===== src/rtl/core_pkg.sv =====
// Shared encodings for the core memory arbiter: FSM states and host status codes.
package core_pkg;

  typedef enum logic [2:0] {
    S_HOST = 3'd0,
    S_ARB  = 3'd1,
    S_RESP = 3'd2,
    S_HOLD = 3'd3,
    S_DONE = 3'd4
  } state_t;

  localparam logic [1:0] ST_HOST = 2'b00;
  localparam logic [1:0] ST_RUN  = 2'b01;

endpackage


===== src/rtl/rr_picker.sv =====
// Round-robin picker: first requester at or after ptr, wrapping modulo NUM_CORES.
module rr_picker #(
  parameter int NUM_CORES = 4,
  parameter int PTR_W     = 2
) (
  input  logic [NUM_CORES-1:0] req,
  input  logic [PTR_W-1:0]     ptr,
  output logic                 valid,
  output logic [PTR_W-1:0]     idx
);

  // Scan offsets from farthest to nearest so the nearest requester wins last.
  always_comb begin
    valid = 1'b0;
    idx   = '0;
    for (int k = NUM_CORES - 1; k >= 0; k--) begin
      if (req[(int'(ptr) + k) % NUM_CORES]) begin
        valid = 1'b1;
        idx   = PTR_W'((int'(ptr) + k) % NUM_CORES);
      end
    end
  end

endmodule


===== src/rtl/core_mem_arbiter.sv =====
// Shares one data-memory port between the host loader and NUM_CORES cores.
// Core handshake: a core raises core_req[i] (with we/addr/wdata stable) and
// holds it until it sees core_ack[i]; core_ack is a one-cycle, one-hot pulse
// and core_rdata is valid only in that cycle. The memory returns read data one
// cycle after mem_en, so each access occupies an S_ARB and an S_RESP cycle.
module core_mem_arbiter
  import core_pkg::*;
#(
  parameter int NUM_CORES = 4,
  parameter int ADDR_W    = 16,
  parameter int DATA_W    = 16
) (
  input  logic                        clk,
  input  logic                        rst_n,
  input  logic [1:0]                  status,
  input  logic [DATA_W-1:0]           com_data_in,
  input  logic [ADDR_W-1:0]           com_addr,
  input  logic                        com_wr_en,
  input  logic [NUM_CORES-1:0]        core_req,
  input  logic [NUM_CORES-1:0]        core_we,
  input  logic [NUM_CORES*ADDR_W-1:0] core_addr,
  input  logic [NUM_CORES*DATA_W-1:0] core_wdata,
  input  logic [NUM_CORES-1:0]        core_done,
  output logic [NUM_CORES-1:0]        core_ack,
  output logic [DATA_W-1:0]           core_rdata,
  output logic                        core_start,
  output logic                        mem_en,
  output logic                        mem_we,
  output logic [ADDR_W-1:0]           mem_addr,
  output logic [DATA_W-1:0]           mem_wdata,
  input  logic [DATA_W-1:0]           mem_rdata,
  output logic                        end_process
);

  localparam int PTR_W = (NUM_CORES > 1) ? $clog2(NUM_CORES) : 1;

  state_t             state, state_nxt;
  logic [PTR_W-1:0]   rr_ptr, grant, pick_idx;
  logic               pick_valid;
  logic               latch_en;
  logic               start_nxt;
  // Set once status has been seen at HOST; a run can only start after that,
  // so coming out of reset with status already at RUN does not start the cores.
  logic               host_seen;

  rr_picker #(.NUM_CORES(NUM_CORES), .PTR_W(PTR_W)) u_picker (
    .req   (core_req),
    .ptr   (rr_ptr),
    .valid (pick_valid),
    .idx   (pick_idx)
  );

  // Next-state and all combinational outputs; every output defaults to 0.
  always_comb begin
    state_nxt   = state;
    latch_en    = 1'b0;
    start_nxt   = 1'b0;
    mem_en      = 1'b0;
    mem_we      = 1'b0;
    mem_addr    = '0;
    mem_wdata   = '0;
    core_ack    = '0;
    core_rdata  = '0;
    end_process = 1'b0;
    case (state)
      S_HOST: begin
        if (com_wr_en) begin
          mem_en    = 1'b1;
          mem_we    = 1'b1;
          mem_addr  = com_addr;
          mem_wdata = com_data_in;
        end
        if (status == ST_RUN && host_seen) begin
          state_nxt = S_ARB;
          start_nxt = 1'b1;
        end
      end
      S_ARB: begin
        if (status == ST_HOST) begin
          state_nxt = S_HOST;
        end else if (status[1]) begin
          state_nxt = S_HOLD;
        end else if (&core_done) begin
          state_nxt = S_DONE;
        end else if (pick_valid) begin
          mem_en    = 1'b1;
          mem_we    = core_we[pick_idx];
          mem_addr  = core_addr[pick_idx*ADDR_W +: ADDR_W];
          mem_wdata = core_wdata[pick_idx*DATA_W +: DATA_W];
          latch_en  = 1'b1;
          state_nxt = S_RESP;
        end
      end
      S_RESP: begin
        core_ack[grant] = 1'b1;
        core_rdata      = mem_rdata;
        state_nxt       = S_ARB;
      end
      S_HOLD: begin
        if (status == ST_RUN)       state_nxt = S_ARB;
        else if (status == ST_HOST) state_nxt = S_HOST;
      end
      S_DONE: begin
        end_process = 1'b1;
        if (status == ST_HOST) state_nxt = S_HOST;
      end
      default: state_nxt = S_HOST;
    endcase
  end

  // State, grant latch, round-robin pointer, start pulse and host-seen flag.
  always_ff @(posedge clk or negedge rst_n) begin
    if (!rst_n) begin
      state      <= S_HOST;
      rr_ptr     <= '0;
      grant      <= '0;
      core_start <= 1'b0;
      host_seen  <= 1'b0;
    end else begin
      state      <= state_nxt;
      core_start <= start_nxt;
      if (latch_en) grant <= pick_idx;
      if (state == S_RESP) begin
        rr_ptr <= (grant == PTR_W'(NUM_CORES - 1)) ? '0 : grant + 1'b1;
      end
      if (status == ST_HOST)  host_seen <= 1'b1;
      else if (start_nxt)     host_seen <= 1'b0;
    end
  end

endmodule

===== config.mk =====
export PLATFORM = sky130hd
export DESIGN_NAME = core_mem_arbiter
export DESIGN_NICKNAME = d
export VERILOG_FILES = /design/src/rtl/core_pkg.sv /design/src/rtl/rr_picker.sv /design/src/rtl/core_mem_arbiter.sv
export SDC_FILE = /design/constraint.sdc
export NUM_CORES = 1
export LEC_CHECK = 0
export CAP_MARGIN = 20
export CORE_AREA = 2 2 98 100
export DETAILED_ROUTE_END_ITERATION = 8
export DIE_AREA = 0 0 100 102
export GPL_ROUTABILITY_DRIVEN = 0
export PLACE_DENSITY_LB_ADDON = 0.12
export SLEW_MARGIN = 40
export SYNTH_ARGS = -nofsm -noshare
export SYNTH_HDL_FRONTEND = slang
export SYNTH_SLANG_ARGS = --single-unit

===== constraint.sdc =====
create_clock -name clk -period 2 [get_ports clk]
set_input_delay 0.2 -clock clk [delete_from_list [all_inputs] [get_ports clk]]
set_output_delay 0.2 -clock clk [all_outputs]
set_load 0.1 [all_outputs]

==> implementation parameters <==
Parameter                              Value

Timing
  Setup TNS    -11.49 ns
  Pins Over Slew Limit    0
  Least setup slack across all paths after layout    -0.368 ns
  Max-slew headroom at the worst pin    0.710
  Post-route clock skew    0.00525 ns
  Number of hold-slack violations in the final timing report    0
  Highest clock rate    422 MHz
  Crit share post-route    1.18
  RSZ-0062 raised after global routing    true
  Setup-failing EPs final    33
  Worst hold slack after final layout    0.266 ns
  Slew @ Worst Pin    0.434 ns
  Time the final worst path needs with I/O delays and setup    2.37 ns

Job
  Count of maximum capacitance violations    0

Yosys
  Count of unique library cells instantiated by Yosys    34
  Top post-synthesis cells by area    mux2i_1 (30%), o221ai_2 (20%), dfrtp_1 (10%)
  Top-area cell type share of the netlist area    0.299
  Synthesized-area fraction occupied by ao, oa, aoi and oai cells    0.260
  Register area share after synthesis    0.102
  Post-synthesis adder-cell area fraction    0.0227
  Mean instance size in the synthesized netlist    9.31 µm²
  Total nets after synthesis    434
  Post-synthesis instance area    2210 µm²
  Combinational family with the most area after synthesis    multiplexers
  Flip-flop and latch count after synthesis    9
  Xor-xnor portion of the synthesized cell area    0
  Largest area contributor in the netlist    mux2i_1
  Warning count from the yosys run    0
  Mapped Cells    237
  Area share of and/or/nand/nor cells after synthesis    0.183
  Share of synthesized area spent on multiplexers    0.310

Critical path
  Data required, critical path    1.80 ns
  Max stage delay cell, worst path    dfrtp_2
  Endpoint class of the critical path    output port
  Stage delay of the slowest cell on the critical path    0.44 ns
  Kind of launch point of the worst setup path    flop
  Data arrival time of the critical path    2.17 ns
  Class of the most critical setup path    reg2out
  Maximum fanout encountered on the critical timing path    6
  Cell family contributing the most delay on the critical path    compound AO/OA/AOI/OAI gates
  Buffers plus inverters on the worst setup path    2
  Crit-path cells    a21bo_1 > a221o_1 > or2_4 > clkbuf_16 > o221ai_4 > buf_12

Layout
  Fraction of layout cells with a size suffix above 1    0.398
  Multi-input combinational cell area    2340 µm²
  Post-route cell area    6280 µm²
  Filler cell count in the final layout    684
  Most frequent standard cell in the layout excluding fill and tap cells    clkdlybuf4s50_1
  Layout net count    703
  Synth-to-layout area growth    185%
  Leading cell types in the layout, fill and taps excluded    clkdlybuf4s50_1 (184), buf_12 (63), nand2_1 (37), mux2i_2 (32), o221ai_4 (32)
  Register cell area after layout    226 µm²
  Diodes inserted    0

Routing
  Average wire per standard cell    17.8 µm
  Violation count after the first detailed-route iteration    29
  Drt first pass iters    4
  Wirelength, routed    11.0 mm
  Vias per Instance    4.77
  Number of nets with antenna violations after detailed routing    0
  Routed via count    2,941
  Remaining design rule violation count    0

Clocking
  Clock tree from TritonCTS    built
  Clock network latency to the later pin of the worst-skew pair    0.24 ns
  Clock root buffer    clkbuf_8
  Number of H-tree levels    1
  Number of buffers inserted during clock tree synthesis    3
  Sinks on Clock Net    9
  Clock buffer depth    2
  Clock edge transition at the registers on the reported setup and hold paths    0.05 ns

Placed design
  Port-buffer cells    248
  HPWL Detailed    8.72 mm
  Cell area reported after detailed placement    5860 µm²

Floorplanning
  Vertical die dimension    102 µm
  FP Rows    35
  Area of the core region    9110 µm²
  I/O pin total    249
  Die width    100 µm
  Floorplan die area    10,200 µm²
  Initial standard-cell utilization of the core    0.242

Power
  Power consumption    6.70 mW
  Static leakage    2.41 nW
  Worst vdd rail ir drop    592 µV
  Power Dens Cells    1070 nW/µm²
  Clock Power Share    0.033
  Switching power share of the total    0.552
  Net Switching    3.70 mW
  Internal power contribution    3.00 mW
  Register share of total power    0.051
  Proportion of power drawn by combinational gates    0.916

Outcome
  Outcome    finished with violations
  Violations in the final reports    setup timing

GRT
  Gr ovfl total    0
  Via count of the first global-routing pass    3,010
  Wire length of the first global-routing pass    15.1 mm
  Global routing usage summed across all routing layers    0.186
  Pin count of the biggest net entering global routing    35
  Number of antenna violations at the first check in global routing    0

Hold path
  Class of the most critical hold timing path    in2async
-- synth_stat cells (all sizes together) --
cell,instances
inv,4
nor2,6
clkbuf,11
o2bb2a,1
a221o,1
nor4,1
mux2i,66
buf,12
nand2,38
mux2,2
or2,2
and3b,1
ha,4
a21oi,4
o221ai,32
nor2b,1
o32ai,1
a21bo,1
nor3b,3
nor3,3
a221oi,1
nand2b,2
and3,1
and2,22
o21ai,5
o41ai,1
and4,1
dfrtp,9
a311o,1
-- through the flow --
stage / std cells / setup WS, ns / util
after floorplan: 237 / -0.285 / -
after global placement: 602 / -0.434 / 0.644
after detailed placement: 602 / -0.498 / 0.644
after CTS: 609 / -0.384 / 0.659
after global routing: 616 / -0.452 / 0.689
final: 616 / -0.368 / 0.689
-- registers in the layout (all words and copies together) (netlist names) --
register / flops
core_start: 1
grant: 2
host_seen: 1
rr_ptr: 2
state: 3
-- final cells by class --
type / instances / area share
Sequential cell: 9 / 0.0361
Inverter: 4 / 0.00239
Tap cell: 111 / 0.0221
Clock buffer: 4 / 0.00717
Timing Repair Buffer: 287 / 0.560
Multi-Input combinational cell: 201 / 0.373
-- power by group through the flow --
stage / Sequential, mW / Combinational [mW] / Clock (mW)
finish: 0.345 / 6.13 / 0.220
global route: 0.358 / 6.37 / 0.237
CTS: 0.334 / 5.89 / 0.223
detailed placement: 0.335 / 5.77 / 0
global placement: 0.328 / 5.73 / 0
floorplan: 0.319 / 3.86 / 0
-- kinds of logic after synthesis --
logic type / after synthesis
buf+inv: 27
simple gates: 81
fa+ha+maj: 4
flops: 9
compound gates: 48
mux: 68
-- final timing paths --
| check | to | slack (ns) | cells past startpoint | from |
|---|---|---|---|---|
| worst min-delay path | host_seen$_DFFE_PN0P_ | 0.27 | 1 | rst_n |
| worst min register to register | host_seen$_DFFE_PN0P_ | 0.53 | 2 | host_seen$_DFFE_PN0P_ |
| max in group asynchronous | rr_ptr[1]$_DFFE_PN0P_ | 1.40 | 1 | rst_n |
| worst max-delay path | mem_wdata[12] | -0.37 | 6 | rr_ptr[1]$_DFFE_PN0P_ |
| worst max register to register | grant[0]$_DFFE_PN0N_ | 0.18 | 6 | rr_ptr[1]$_DFFE_PN0P_ |
| min in group clk | state[0]$_DFFE_PN0P_ | 0.36 | 4 | core_req[0] |
-- routing by layer --
metal	track usage	vias to the layer above	routed length [µm]
li1	-	1432	-
met5	0	-	0
met1	0.192	1353	3790
met4	0.0400	0	188
met2	0.376	143	6030
met3	0.0472	13	971
-- repair_timing --
action	in CTS	in global routing
pin swaps	7	8
setup buffers	3	2
gates cloned	0	5
hold buffers	0	0
resized for setup	26	42
endpoints found under the setup margin	34	34
Power figures use the tool's default switching activity.
